`src/rtl/cmp_pipe.sv`:
```
// Pipelined compare / overflow-detect unit with 1- or 2-cycle latency,
// stall/flush control and a sticky overflow flag with saturating event counter.
module cmp_pipe #(
   parameter int WIDTH = 32,
   parameter int LAT   = 1,
   parameter int CNT_W = 8
) (
   input  logic             clk,
   input  logic             reset,
   input  logic             in_valid,
   input  logic [WIDTH-1:0] c1,
   input  logic [WIDTH-1:0] c2,
   input  logic [2:0]       cmp_op,
   input  logic             stall,
   input  logic             flush,
   input  logic             clr_sticky,
   output logic             out_valid,
   output logic             cond,
   output logic             overflow,
   output logic             ovf_sticky,
   output logic [CNT_W-1:0] ovf_count
);

   localparam logic [2:0] OP_EQ    = 3'd0;
   localparam logic [2:0] OP_NE    = 3'd1;
   localparam logic [2:0] OP_LEZ   = 3'd2;
   localparam logic [2:0] OP_GTZ   = 3'd3;
   localparam logic [2:0] OP_LTZ   = 3'd4;
   localparam logic [2:0] OP_GEZ   = 3'd5;
   localparam logic [2:0] OP_ADDOV = 3'd6;
   localparam logic [2:0] OP_SUBOV = 3'd7;

   // Returns {cond, overflow}; overflow is only ever set by the add/sub modes.
   function automatic logic [1:0] evaluate(input logic [2:0] op,
                                           input logic [WIDTH-1:0] a,
                                           input logic [WIDTH-1:0] b);
      logic [WIDTH:0] s;
      logic           a_neg;
      logic           a_zero;
      a_neg    = a[WIDTH-1];
      a_zero   = (a == '0);
      s        = '0;
      evaluate = 2'b00;
      case (op)
         OP_EQ:    evaluate = {a == b, 1'b0};
         OP_NE:    evaluate = {a != b, 1'b0};
         OP_LEZ:   evaluate = {a_neg | a_zero, 1'b0};
         OP_GTZ:   evaluate = {~a_neg & ~a_zero, 1'b0};
         OP_LTZ:   evaluate = {a_neg, 1'b0};
         OP_GEZ:   evaluate = {~a_neg, 1'b0};
         OP_ADDOV: begin
            s        = {a[WIDTH-1], a} + {b[WIDTH-1], b};
            evaluate = {2{s[WIDTH] ^ s[WIDTH-1]}};
         end
         OP_SUBOV: begin
            s        = {a[WIDTH-1], a} - {b[WIDTH-1], b};
            evaluate = {2{s[WIDTH] ^ s[WIDTH-1]}};
         end
         default:  evaluate = 2'b00;
      endcase
   endfunction

   // Operation presented to the output stage this cycle.
   logic             adv_valid;
   logic [2:0]       adv_op;
   logic [WIDTH-1:0] adv_c1;
   logic [WIDTH-1:0] adv_c2;

   generate
      if (LAT == 2) begin : g_lat2
         logic             s1_valid;
         logic [2:0]       s1_op;
         logic [WIDTH-1:0] s1_c1;
         logic [WIDTH-1:0] s1_c2;

         always_ff @(posedge clk or posedge reset) begin
            if (reset) begin
               s1_valid <= 1'b0;
               s1_op    <= '0;
               s1_c1    <= '0;
               s1_c2    <= '0;
            end else if (flush) begin
               s1_valid <= 1'b0;
            end else if (!stall) begin
               s1_valid <= in_valid;
               if (in_valid) begin
                  s1_op <= cmp_op;
                  s1_c1 <= c1;
                  s1_c2 <= c2;
               end
            end
         end

         assign adv_valid = s1_valid;
         assign adv_op    = s1_op;
         assign adv_c1    = s1_c1;
         assign adv_c2    = s1_c2;
      end else begin : g_lat1
         assign adv_valid = in_valid;
         assign adv_op    = cmp_op;
         assign adv_c1    = c1;
         assign adv_c2    = c2;
      end
   endgenerate

   logic [1:0] res;
   logic       load;
   logic       load_ovf;

   assign res      = evaluate(adv_op, adv_c1, adv_c2);
   assign load     = adv_valid & ~stall & ~flush;
   assign load_ovf = load & res[0];

   always_ff @(posedge clk or posedge reset) begin
      if (reset) begin
         out_valid  <= 1'b0;
         cond       <= 1'b0;
         overflow   <= 1'b0;
         ovf_sticky <= 1'b0;
         ovf_count  <= '0;
      end else begin
         if (flush) begin
            out_valid <= 1'b0;
         end else if (!stall) begin
            out_valid <= adv_valid;
            if (adv_valid) begin
               cond     <= res[1];
               overflow <= res[0];
            end
         end
         // A clear coincident with an overflow load leaves exactly that one event counted.
         if (clr_sticky) begin
            ovf_sticky <= load_ovf;
            ovf_count  <= load_ovf ? CNT_W'(1) : '0;
         end else if (load_ovf) begin
            ovf_sticky <= 1'b1;
            if (ovf_count != '1) begin
               ovf_count <= ovf_count + CNT_W'(1);
            end
         end
      end
   end

endmodule

```
`config.mk`:
```
export PLATFORM = sky130hd
export DESIGN_NAME = cmp_pipe
export DESIGN_NICKNAME = d
export VERILOG_FILES = /design/src/rtl/cmp_pipe.sv
export SDC_FILE = /design/constraint.sdc
export NUM_CORES = 1
export LEC_CHECK = 0
export ABC_AREA = 1
export ABC_CLOCK_PERIOD_IN_PS = 1800
export CAP_MARGIN = 0
export CORE_MARGIN = 1.5
export CORE_UTILIZATION = 51
export DETAILED_ROUTE_END_ITERATION = 10
export PLACE_DENSITY = 0.83
export SYNTH_ARGS = -nofsm -noshare
export SYNTH_HDL_FRONTEND = slang
export SYNTH_SLANG_ARGS = --single-unit
```
`constraint.sdc`:
```
create_clock -name clk -period 1.8 [get_ports clk]
set_clock_uncertainty 0.15 [all_clocks]
set_input_delay 0.36 -clock clk [delete_from_list [all_inputs] [get_ports clk]]
set_output_delay 0.36 -clock clk [all_outputs]
set_load 0.05 [all_outputs]
```
=== Word level (Yosys, flattened, before mapping) ===
Cells that the tools add are included.

* Add/subtract/negate cells: 3
* Equality and inequality tests: 11
* Mux-type cells: 9
* Bitwise operators: 11
* Reduce and logical (&&, ||, !) cells: 6

{| class="wikitable"
|+ Operator list
! operator !! count
|-
| 32-bit by 32-bit adder with 33-bit output || 1
|-
| 32-bit by 32-bit subtractor with 33-bit output || 1
|-
| 32-bit == test || 1
|-
| 32-bit zero test || 1
|-
| 32-bit inequality test || 1
|-
| 8-bit 2-to-1 mux || 3
|-
| 2-bit one-hot mux with 8 select lines || 1
|-
| 3-bit == test, second input constant || 4
|-
| 8-bit by 1-bit adder with 8-bit output, second input constant || 1
|-
| 8-bit inequality test, second input constant || 1
|-
| 3-bit by 2-bit == test with 1-bit output, second input constant || 2
|-
| 1-bit 2-to-1 mux || 5
|-
| 1-bit bitwise AND || 4
|-
| 1-bit NOT || 4
|-
| 2-bit nonzero test || 2
|-
| 3-bit by 1-bit == test with 1-bit output, second input constant || 1
|-
| 3-bit zero test || 1
|-
| 3-bit AND reduction || 1
|-
| 2-bit by 1-bit inequality test with 1-bit output, second input constant || 1
|-
| 2-bit AND reduction || 1
|-
| 1-bit bitwise XOR || 2
|-
| 1-bit OR || 1
|}

* Flip-flop bits (word level): 12
* Output and inout port bits: 12
* Logic and storage cells: 45

=== Longest topological paths before layout ===
Gate-level depths: netlist of the first run.

* Depth in word-level cells: 7
* Depth in mapped cells: 20
* Depth with buffers taken out: 20

=== Least setup slack after synthesis of the first run ===
OpenSTA, ideal clock, no wires.

* Path kind: input to register
* From: input c2[30]
* To: register ovf_count[2]
* Setup time: 119 ps
* Arrival time: 1880 ps
* Data required time: 1531 ps
* Setup slack: -349 ps
* Stages: 16
* Path buffers: 0
* Path through: inv_1 -> ha_1 -> inv_2 -> nand3_2 -> nor3_2 -> nand2_1 -> nor2_1 -> nand2_1 -> nand2_1 -> nand2_1 -> nand3_1 -> nand2_2 -> nand3_4 -> nand2_4 -> nand2_1 -> nand2_1

* Word-level cells in the longest chain between the ends: 6
* Elaborated cells on any way between the ends: 8
* Those cells by class: add/sub: 2; mux: 1; bitwise: 3; reduce/logical: 2

{| class="wikitable"
|+ Ends and longest elaborated chain
! element !! RTL line !! RTL
|-
| start, declared || 12 || <nowiki>input logic [WIDTH-1:0] c2,</nowiki>
|-
| 32-bit by 32-bit subtractor with 33-bit output or 32-bit by 32-bit adder with 33-bit output (tied branches) || 56, 52 ||
|-
| 1-bit bitwise XOR, on equally long branches || 57, 53 ||
|-
| 2-bit one-hot mux with 8 select lines * || 44 || <nowiki>case (op)</nowiki>
|-
| 1-bit bitwise AND * || 112 || <nowiki>assign load_ovf = load & res[0];</nowiki>
|-
| 2-bit nonzero test (no line) * || n/a ||
|-
| 2-bit AND reduction (no line) * || n/a ||
|-
| end signal, assigned || 134 || <nowiki>ovf_count <= load_ovf ? CNT_W'(1) : '0;</nowiki>
|-
| end signal, assigned || 138 || <nowiki>ovf_count <= ovf_count + CNT_W'(1);</nowiki>
|-
| end, declared || 21 || <nowiki>output logic [CNT_W-1:0] ovf_count</nowiki>
|}

Every way passes the cells marked *; elsewhere a longest branch is shown, timed or not.
A chain may end at the register's enable or synchronous reset.

=== Worst setup path after layout of the first run ===
* From: input c1[16]
* To: register ovf_count[2]

* Word-level cells in the longest chain between the ends: 6
* Elaborated cells on any way between the ends: 8
* Those cells by class: add/sub: 2; mux: 1; bitwise: 3; reduce/logical: 2

{| class="wikitable"
|+ Ends and longest elaborated chain
! element !! RTL line !! RTL
|-
| start, declared || 11 || <nowiki>input logic [WIDTH-1:0] c1,</nowiki>
|-
| 32-bit by 32-bit subtractor with 33-bit output or 32-bit by 32-bit adder with 33-bit output (tied branches) || 56, 52 ||
|-
| 1-bit bitwise XOR, on equally long branches || 57, 53 ||
|-
| 2-bit one-hot mux with 8 select lines * || 44 ||
|-
| 1-bit bitwise AND * || 112 ||
|-
| 2-bit nonzero test (no line) * || n/a ||
|-
| 2-bit AND reduction (no line) * || n/a ||
|}

Marked as above.

==> impl_metrics.json, run 1 <==
{
  "p_total_mw": 2.08,
  "slew_headroom_pct": 69.0,
  "pwr-share-clk_pct": 14.7,
  "avgRoutedWirePerCell_microns": 16.8,
  "rsz0062_at_grt": "true",
  "required_ns": 1.84,
  "setup_violations": 11,
  "cts_hold_buffers": 0,
  "startpoint_type": "input pin",
  "fmax_mhz": 448,
  "vias_per_cell": 5.77,
  "syn-instance-count": 561,
  "p_comb_share_pct": 71.4,
  "initial_utilization_pct": 52.1,
  "firstDrtPassIters": 5,
  "drive_above_1_share_pct": 51.1,
  "maxCapViolCount": 0,
  "use_met2_pct": 63.0,
  "pin_count": 85,
  "async_flop_share_pct": 100,
  "p_int_mw": 1.13,
  "endpoint_kind": "flop",
  "fin_crit_ns": 2.23,
  "use_met1_pct": 37.5,
  "die_w_microns": 83.1,
  "drtIter0Drc": 344,
  "grt_util_all_layers_pct": 32.6,
  "grt_antenna_before_repair": 0,
  "cts_tree": "yes",
  "std_cell_rows": 29,
  "drc": 0,
  "synth_edf_count": 0,
  "numCtsBuffers": 3,
  "syn_nets": 699,
  "drv_slew": 0,
  "placed_area_sq_um": 5010,
  "synth_area_sq_um": 3270,
  "ir_worst_vdd_mv": 0.443,
  "cp_common_cell": "nand2_1",
  "p_leak_nw": 2.83,
  "clock-sinks": 12,
  "overflow": 0,
  "n_antenna_cell": 0,
  "die-area_sq_um": 6910,
  "num_vias": 4622,
  "core_sq_um": 6280,
  "fin_crit_sh_pct": 124,
  "outcome": "complete, but fails checks",
  "setup_ws_ns": -0.430,
  "grt_pass1_wl_microns": 19200,
  "antenna_left": 0,
  "cts-htree-levels": 1,
  "nets": 863,
  "detailed_place_hpwl_microns": 8010,
  "yosysWarnings": 0,
  "cts.root.buffer_cell": "clkbuf_8",
  "seqPwrFrac_pct": 13.9,
  "fp.dieH_microns": 83.1,
  "grt_max_degree": 13,
  "utilization_pct": 89.4,
  "port_buffers": 84,
  "critical_path_class": "in2reg",
  "ys_seq_area_share_pct": 9.17,
  "synth-seq-cells": 12,
  "critPathArrivalTime_ns": 2.27,
  "drt-total-wl_microns": 13400,
  "fillers": 292,
  "hp-class": "in2async",
  "cp_cell_sequence": "clkbuf_2 > buf_4 > ha_1 > nand2_1 > nand2_1 > nand2_1 > nand2_1 > nand2_1 > nand2_1 > nand2_1 > nand2_2 > inv_2 > nand2_1 > nand2_1 > nand3_2 > nand2_4 > nand3_4 > nand2_8 > nand2_2 > nand2_1",
  "place_congestion": 0.861,
  "syn_area_per_cell_sq_um": 5.83,
  "crit_path_max_fanout": 6,
  "areaGrowthSynthToFinish_pct": 71.5,
  "ys.flop_type": "dfrtp_1",
  "p_per_area_nw_per_um2": 370,
  "grt_pass1_vias": 4411,
  "cpPeakStageDelay_ns": 0.21,
  "violations": "setup timing",
  "power.switching_mw": 0.947,
  "cts.path.max_buffers": 2,
  "final_area_sq_um": 5610,
  "top_usage_layer": "met2",
  "swShare_pct": 45.6,
  "finalHoldViolations": 0,
  "worstSkewPairLatency_ns": 0.25,
  "use_met3_pct": 2.58,
  "synth_cell_types": 34,
  "slowest_stage": "ha_1",
  "clkTransAtPathRegs_ns": 0.06,
  "tightest_slew_ns": 0.465
}
cells in the final DEF, fill, tap and decap left out, drive strengths merged, types with 4 or more instances in the layout:
master           n
nand4            7
xor2             4
nand3           33
nor3            13
clkbuf          40
nor2            78
ha              65
inv            103
dfrtp           12
nand2          167
a21oi           46
buf            116
o21ai           17
clkdlybuf4s50    8
path summary, 6_finish.rpt:
check                              from      endpoint  slack [ns]  cells after the start
max                              c1[16]  ovf_count[2]       -0.43                     20
min                               reset     out_valid        0.28                      2
max reg2reg                ovf_count[0]  ovf_count[4]       -0.02                      8
min reg2reg                    overflow      overflow        0.35                      2
max in group asynchronous         reset  ovf_count[7]        0.90                      2
min in group clk               overflow      overflow        0.35                      2
per-layer routing:
layer,up-vias,part of all wire [%]
met5,-,0
met4,0,5.5
met3,78,6.9
met2,303,50
met1,2155,37
li1,2086,-
power groups by stage:
stage	combinational, mW	clock (mW)	sequential (mW)
2_1_floorplan	0.612	0	0.331
3_3_place_gp	1.10	0	0.292
3_5_place_dp	1.13	0	0.292
4_1_cts	1.26	0.298	0.288
5_1_grt	1.58	0.308	0.289
6_report	1.48	0.306	0.288
worst max-delay path: cells and delay by family:
family,cells,cell delay [ns]
AND/OR/NAND/NOR,16,1.37
buffers and inverters,3,0.31
adder cells (fa/ha/maj),1,0.21
repair_timing:
action	4_1_cts	5_1_grt
resized for setup	247	185
endpoints found under the setup margin	11	11
buffers inserted	13	9
endpoints found under the hold margin	0	0
pin swaps	83	101
gates cloned	1	0
stage by stage:
step	setup TNS, ns	setup WS, ns	instances	hold slack [ns]
after floorplan	-2.02	-0.234	561	0.0747
final	-3.95	-0.430	801	0.279
after global placement	-9.51	-0.917	776	0.322
after detailed placement	-10.45	-1.01	776	0.324
after global routing	-5.48	-0.571	801	0.330
after CTS	-3.60	-0.369	794	0.296
registers in the layout, indices dropped and copies added, names as in the netlist:
signal,flops
cond,1
ovf_count,8
ovf_sticky,1
overflow,1
out_valid,1
synth_stat cells (2+ instances only):
master / number / area, sq um
a21o_1: 2 / 15.0
a21oi_1: 46 / 230
and2_1: 2 / 12.5
buf_4: 2 / 15.0
dfrtp_1: 12 / 300
ha_1: 65 / 813
inv_1: 98 / 368
inv_2: 4 / 15.0
nand2_1: 160 / 601
nand2_2: 6 / 37.5
nand3_1: 25 / 125
nand3_2: 6 / 60.1
nand4_1: 6 / 37.5
nor2_1: 73 / 274
nor2_2: 4 / 25.0
nor3_1: 9 / 45.0
nor3_2: 3 / 30.0
o21ai_0: 17 / 85.1
o21bai_1: 3 / 22.5
xor2_1: 4 / 35.0
area by class of cell:
cell class / count / area, sq um / share of cell area [%]
inverters: 103 / 422 / 7.51
multi-input cells: 444 / 3460 / 61.6
well taps: 77 / 96.3 / 1.72
repair buffers: 161 / 1280 / 22.9
clock buffers: 4 / 55.1 / 0.981
flip-flops and latches: 12 / 300 / 5.35
kinds of logic after synthesis:
group	after synthesis	share of synthesized area [%]
and+or+nand+nor	304	41.2
xor gates and xnor gates	5	1.34
buffers and inverters	106	12.4
adders and majority gates	65	24.8
AOI/OAI and AO/OA	69	11.0
DFF	12	9.17
Power figures use the tool's default switching activity.
==> inputs of run 2 (changes only) <==
ABC_AREA = default   (was 1)
CORE_UTILIZATION = 47   (was 51)
GPL_TIMING_DRIVEN = 1   (was default)
==> impl_metrics.json, run 2 <==
{
  "synth_top_area_share_pct": 33.6,
  "synth_area_sq_um": 2420,
  "cts_resized": 299,
  "cts-htree-levels": 1,
  "detailed_place_hpwl_microns": 7180,
  "ys_top_cells_by_area": "ha_1 34%, dfrtp_1 12%, inv_1 7.3%",
  "fp.dieH_microns": 74.8,
  "synth_common_cells": "65 x ha_1, 47 x inv_1, 23 x a21oi_1",
  "firstError": "[ERROR DPL-0033] detailed placement checks failed during check placement.",
  "cts_hold_buffers": 0,
  "synth_compound_area_share_pct": 19.9,
  "synth-seq-cells": 12,
  "cts_setup_buffers": 28,
  "ys.flop_type": "dfrtp_1",
  "outcome": "did not finish",
  "synth_top_family_by_area": "adder cells",
  "stop_stage": "clock tree synthesis (4_1_cts)",
  "initial_utilization_pct": 49.9,
  "numCtsBuffers": 3,
  "synth_edf_count": 0,
  "pin_count": 85,
  "yosysWarnings": 0,
  "synth_cell_types": 47,
  "port_buffers": 84,
  "async_flop_share_pct": 100,
  "muxShareOfSynthArea_pct": 1.29,
  "ys_seq_area_share_pct": 12.4,
  "clock-sinks": 12,
  "synth_area_leader_cell": "ha_1",
  "cts.root.buffer_cell": "clkbuf_8",
  "cts.path.max_buffers": 2,
  "syn-instance-count": 310,
  "synth_fa_ha_area_share_pct": 33.6,
  "syn_area_per_cell_sq_um": 7.81,
  "synth-xor-area-share_pct": 0.362,
  "synth.most_common_cell": "ha_1",
  "std_cell_rows": 25,
  "placed_area_sq_um": 4260,
  "synthSimpleGateAreaFrac_pct": 24.3,
  "place_congestion": 0.898,
  "syn_nets": 448,
  "die_w_microns": 74.8
}
run 2: per-stage QoR:
step | TNS [ns] | instances | utilization (%) | hold slack [ns] | setup WS (ns)
2_1_floorplan | -9.58 | 310 | - | 0.0747 | -0.939
3_3_place_gp | -18.88 | 553 | 87.8 | 0.318 | -1.79
3_5_place_dp | -19.98 | 553 | 87.8 | 0.319 | -1.89
run 2: kinds of logic after synthesis:
group | Yosys count
simple gates | 109
compound gates | 70
fa+ha+maj | 65
buf+inv | 50
flops | 12
mux | 3
xor+xnor | 1
==> inputs of run 3 (changes only) <==
CORE_UTILIZATION = 40   (was 47)
PLACE_DENSITY = default   (was 0.83)
PLACE_DENSITY_LB_ADDON = 0.15   (was default)
==> impl_metrics.json, run 3 <==
{
  "cts_hold_buffers": 0,
  "utilization_pct": 86.6,
  "violations": "setup timing",
  "tns_ns": -11.17,
  "pin_count": 85,
  "fin_crit_sh_pct": 158,
  "r2r-start": "ovf_count[0]",
  "maxCapViolCount": 0,
  "synth_cell_types": 47,
  "fp.dieH_microns": 80.8,
  "drt-total-wl_microns": 11700,
  "num_vias": 3431,
  "synth_area_leader_cell": "ha_1",
  "ys_seq_area_share_pct": 12.4,
  "core_sq_um": 5890,
  "synth_top_area_share_pct": 33.6,
  "critical_path_class": "in2reg",
  "regMostFlops": "ovf_count",
  "fillers": 298,
  "drtIter0Drc": 149,
  "startpoint_type": "input pin",
  "p_per_area_nw_per_um2": 363,
  "synth-xor-area-share_pct": 0.362,
  "std_cell_rows": 28,
  "synthSimpleGateAreaFrac_pct": 24.3,
  "finalHoldViolations": 0,
  "critPathArrivalTime_ns": 2.89,
  "rsz0062_at_grt": "true",
  "rrSetupSlack_ns": -0.50,
  "firstDrtPassIters": 4,
  "reg2regPathDepth": 7,
  "ys_top_cells_by_area": "ha_1 34%, dfrtp_1 12%, inv_1 7.3%",
  "setup_ws_ns": -1.05,
  "cts-htree-levels": 1,
  "clkTransAtPathRegs_ns": 0.07,
  "largest_reg_flops": 8,
  "crit_path_max_fanout": 6,
  "endpoint_kind": "flop",
  "post-place-ws_ns": -1.86,
  "syn_nets": 448,
  "grt_max_degree": 13,
  "cts.path.max_buffers": 2,
  "yosysWarnings": 0,
  "regArea_sq_um": 300,
  "syn-instance-count": 310,
  "detailed_place_hpwl_microns": 6410,
  "place_congestion": 0.820,
  "synth_edf_count": 0,
  "multi_input_area_sq_um": 2630,
  "tightest_slew_ns": 0.579,
  "overflow": 0,
  "n_antenna_cell": 0,
  "final_cell_mix": "130 x buf_4, 35 x ha_1, 29 x ha_4",
  "vias_per_cell": 5.66,
  "initial_utilization_pct": 41.1,
  "setup_violations": 11,
  "synth-seq-cells": 12,
  "ys.flop_type": "dfrtp_1",
  "synth_fa_ha_area_share_pct": 33.6,
  "synth_top_family_by_area": "adder cells",
  "required_ns": 1.84,
  "p_leak_nw": 2.38,
  "worstSkewPairLatency_ns": 0.26,
  "areaGrowthSynthToFinish_pct": 111,
  "async_flop_share_pct": 100,
  "synth_common_cells": "65 x ha_1, 47 x inv_1, 23 x a21oi_1",
  "rr_endpoint": "ovf_count[5]",
  "grt_pass1_vias": 3530,
  "muxShareOfSynthArea_pct": 1.29,
  "cts_tree": "yes",
  "final_common_cell": "buf_4",
  "drc": 0,
  "ir_worst_vdd_mv": 0.451,
  "nets": 670,
  "syn_area_per_cell_sq_um": 7.81,
  "hold_slack_ns": 0.286,
  "port_buffers": 84,
  "numCtsBuffers": 3,
  "synth.most_common_cell": "ha_1",
  "slew_headroom_pct": 61.0,
  "synth_compound_area_share_pct": 19.9,
  "grt_antenna_before_repair": 0,
  "fmax_mhz": 351,
  "drv_slew": 0,
  "grt_pass1_wl_microns": 15400,
  "synth_area_sq_um": 2420,
  "hp-class": "in2async",
  "antenna_left": 0,
  "outcome": "complete, but fails checks",
  "avgRoutedWirePerCell_microns": 19.3,
  "clock-sinks": 12,
  "fin_crit_ns": 2.85,
  "grt_util_all_layers_pct": 30.2,
  "die_w_microns": 80.8,
  "cts.root.buffer_cell": "clkbuf_8",
  "drive_above_1_share_pct": 60.1,
  "die-area_sq_um": 6530
}
-- run 3: critical path, cell delays in order --
cell and delay [ns]:
dlygate4sd2_1 0.26, inv_1 0.08, ha_2 0.24, a21oi_4 0.15, o221ai_2 0.10, a221o_1 0.30, a31oi_1 0.26, buf_4 0.19
o211a_1 0.20, o21ai_4 0.12, or4_4 0.50, a21oi_2 0.14
-- run 3: metrics by stage --
stage                     instance area, sq um  power [mW]  cells
after floorplan                           2570       0.667    310
after global placement                    4340        1.13    571
after detailed placement                  4340        1.15    571
after CTS                                 4850        1.64    599
after global routing                      5100        1.92    606
final                                     5100        1.85    606
-- run 3: cell families after synthesis --
kind of cell,after synthesis
simple gates,109
compound gates,70
fa+ha+maj,65
buf+inv,50
flops,12
mux,3
xor+xnor,1
-- run 3: worst max path at each step --
stage | start | to | slack (ns) | cells past startpoint
5_1_grt | c2[22] | ovf_count[7] | -1.15 | 16
3_5_place_dp | c2[7] | ovf_count[3] | -1.86 | 12
3_3_place_gp | c2[7] | ovf_count[3] | -1.80 | 12
2_1_floorplan | c2[7] | ovf_count[6] | -0.94 | 11
4_1_cts | c2[5] | ovf_count[6] | -1.0 | 12
6_report | c2[15] | ovf_count[6] | -1.05 | 12
-- run 3: per-layer routing --
| metal | GRT usage [%] | vias up | wire length [microns] |
|---|---|---|---|
| li1 | - | 1564 | - |
| met1 | 29.6 | 1632 | 4160 |
| met2 | 59.2 | 175 | 6060 |
| met3 | 4.49 | 60 | 738 |
| met4 | 17.4 | 0 | 742 |
| met5 | 0 | - | 0 |
-- run 3: repair_timing --
action,4_1_cts,5_1_grt
setup endpoints to repair,11,11
pin swaps,61,50
hold endpoints to repair,0,0
setup buffers,24,7
resized for setup,273,78
-- run 3: report_power, final --
part	internal (mW)	total, mW	switching [mW]
sequential	0.279	0.286	0.00704
combinational	0.653	1.24	0.586
clock	0.194	0.323	0.129
total	1.13	1.85	0.722
-- run 3: layout make-up --
class,count,share of cell area [%]
Inverter,47,3.85
Clock buffer,4,1.08
Tap cell,75,1.84
Timing Repair Buffer,220,35.7
Sequential cell,12,5.89
Multi-Input combinational cell,248,51.6
==> inputs of run 4 (changes only) <==
CELL_PAD_IN_SITES_DETAIL_PLACEMENT = 0   (was default)
CELL_PAD_IN_SITES_GLOBAL_PLACEMENT = 1   (was default)
CORE_UTILIZATION = 33   (was 40)
SLEW_MARGIN = 20   (was default)
==> impl_metrics.json, run 4 (synthesis gave the netlist of run 3 again) <==
{
  "clkTransAtPathRegs_ns": 0.06,
  "final_cell_mix": "117 x buf_4, 35 x ha_1, 30 x ha_4, 30 x buf_2, 27 x inv_2",
  "p_total_mw": 1.72,
  "n_antenna_cell": 0,
  "cp_cell_sequence": "buf_2 > inv_2 > ha_4 > nand4_1 > nor2_1 > a221o_1 > a211o_1 > o21ba_4 > o311ai_4 > o21ai_4 > buf_6 > buf_6 > or3_1 > a21oi_1",
  "critical_path_class": "in2reg",
  "cts-htree-levels": 1,
  "finalHoldViolations": 0,
  "firstDrtPassIters": 4,
  "cts.root.buffer_cell": "clkbuf_8",
  "maxCapViolCount": 0,
  "clock-sinks": 12,
  "slowest_stage": "a221o_1",
  "slew_headroom_pct": 66.1,
  "tns_ns": -9.94,
  "nets": 659,
  "fmax_mhz": 360,
  "fp.dieH_microns": 88.7,
  "port_buffers": 84,
  "setup_violations": 11,
  "fin_crit_ns": 2.78,
  "setup_ws_ns": -0.979,
  "drv_slew": 0,
  "cts.path.max_buffers": 2,
  "regMostFlops": "ovf_count",
  "cts_tree": "yes",
  "post-place-ws_ns": -1.84,
  "place_congestion": 0.837,
  "endpoint_kind": "flop",
  "post_layout_nonfiller_instances": 619,
  "rsz0062_at_grt": "true",
  "required_ns": 1.82,
  "ir_worst_vdd_mv": 0.255,
  "grt_antenna_before_repair": 0,
  "grt_pass1_vias": 3136,
  "vias_per_cell": 4.98,
  "drt-total-wl_microns": 8520,
  "avgRoutedWirePerCell_microns": 13.8,
  "hold_slack_ns": 0.294,
  "grt_max_degree": 13,
  "final_common_cell": "buf_4",
  "die_w_microns": 88.7,
  "antenna_left": 0,
  "hp-class": "in2async",
  "crit_path_max_fanout": 6,
  "drc": 0,
  "cp_common_cell": "buf_6",
  "grt_pass1_wl_microns": 13500,
  "rrSetupSlack_ns": -0.51,
  "cts_hold_buffers": 0,
  "cpPeakStageDelay_ns": 0.35,
  "p_per_area_nw_per_um2": 342,
  "numCtsBuffers": 3,
  "overflow": 0,
  "drtIter0Drc": 81,
  "largest_reg_flops": 8,
  "fin_crit_sh_pct": 154,
  "outcome": "complete, but fails checks",
  "p_leak_nw": 2.33,
  "num_vias": 3081,
  "worstSkewPairLatency_ns": 0.24,
  "pin_count": 85,
  "core_sq_um": 7180,
  "std_cell_rows": 31,
  "fillers": 585,
  "tightest_slew_ns": 0.508,
  "die-area_sq_um": 7860,
  "areaGrowthSynthToFinish_pct": 107,
  "startpoint_type": "input pin",
  "grt_util_all_layers_pct": 21.6,
  "critPathArrivalTime_ns": 2.80,
  "detailed_place_hpwl_microns": 6480,
  "dp_cells": 594,
  "violations": "setup timing",
  "drive_above_1_share_pct": 58.8,
  "initial_utilization_pct": 33.7
}
-- run 4: cell types whose count changed in the layout (fill, tap and decap cells not counted), moves of 3 or more --
cell	previous run	this run
o21ai_1	5	2
inv_2	22	27
buf_2	25	30
inv_1	21	18
o21ai_2	2	5
a21oi_2	15	9
buf_4	130	117
buf_6	20	16
clkdlybuf4s15_1	4	1
clkdlybuf4s15_2	2	8
a21oi_1	8	12
nor3_2	5	1
-- run 4: routing by layer --
metal / GRT usage (%) / wire length (microns) / up-vias / share of wire (%)
met5: 0 / 0 / - / 0
met4: 3.55 / 47 / 0 / 0.55
met3: 3.17 / 335 / 6 / 3.9
met2: 42.8 / 4600 / 77 / 54
met1: 24.4 / 3530 / 1449 / 41
li1: - / - / 1549 / -
-- run 4: layout make-up --
class | count | area [sq um] | area share [%]
clock buffers | 4 | 55.1 | 1.10
multi-input cells | 248 | 2620 | 52.3
flip-flops and latches | 12 | 300 | 5.99
well taps | 99 | 124 | 2.47
repair buffers | 209 | 1720 | 34.3
inverters | 47 | 191 | 3.82
-- run 4: power breakdown --
group          total [mW]  switching [mW]  internal (mW)  leakage (nW)
sequential          0.286         0.00716          0.279         0.165
clock               0.304           0.110          0.194        0.0288
combinational        1.13           0.513          0.613          2.13
total                1.72           0.630           1.09          2.33
-- run 4: final timing paths --
| path | depth (start not counted) | end | start |
|---|---|---|---|
| min | 2 | ovf_count[0] | reset |
| min in group clk | 2 | overflow | overflow |
| max reg2reg | 7 | ovf_count[5] | ovf_count[0] |
| max | 14 | ovf_count[4] | c2[8] |
| min reg2reg | 2 | overflow | overflow |
| max in group asynchronous | 2 | ovf_count[7] | reset |
-- run 4: stage by stage --
step,cell area [sq um],util [%]
after floorplan,2570,-
after global placement,4370,60.8
after detailed placement,4370,60.8
after CTS,4870,67.9
after global routing,5010,69.9
final,5010,69.9
-- run 4: critical path, delay by kind of cell --
family                   cells  cell delay (ns)
adder cells (fa/ha/maj)      1             0.23
AO/OA/AOI/OAI                6             1.35
AND/OR/NAND/NOR              3             0.45
buffers and inverters        4             0.42
-- run 4: what timing repair did --
item	4_1_cts	5_1_grt
setup buffers	17	5
pin swaps	52	36
setup endpoints to repair	11	11
gates resized for setup	293	43
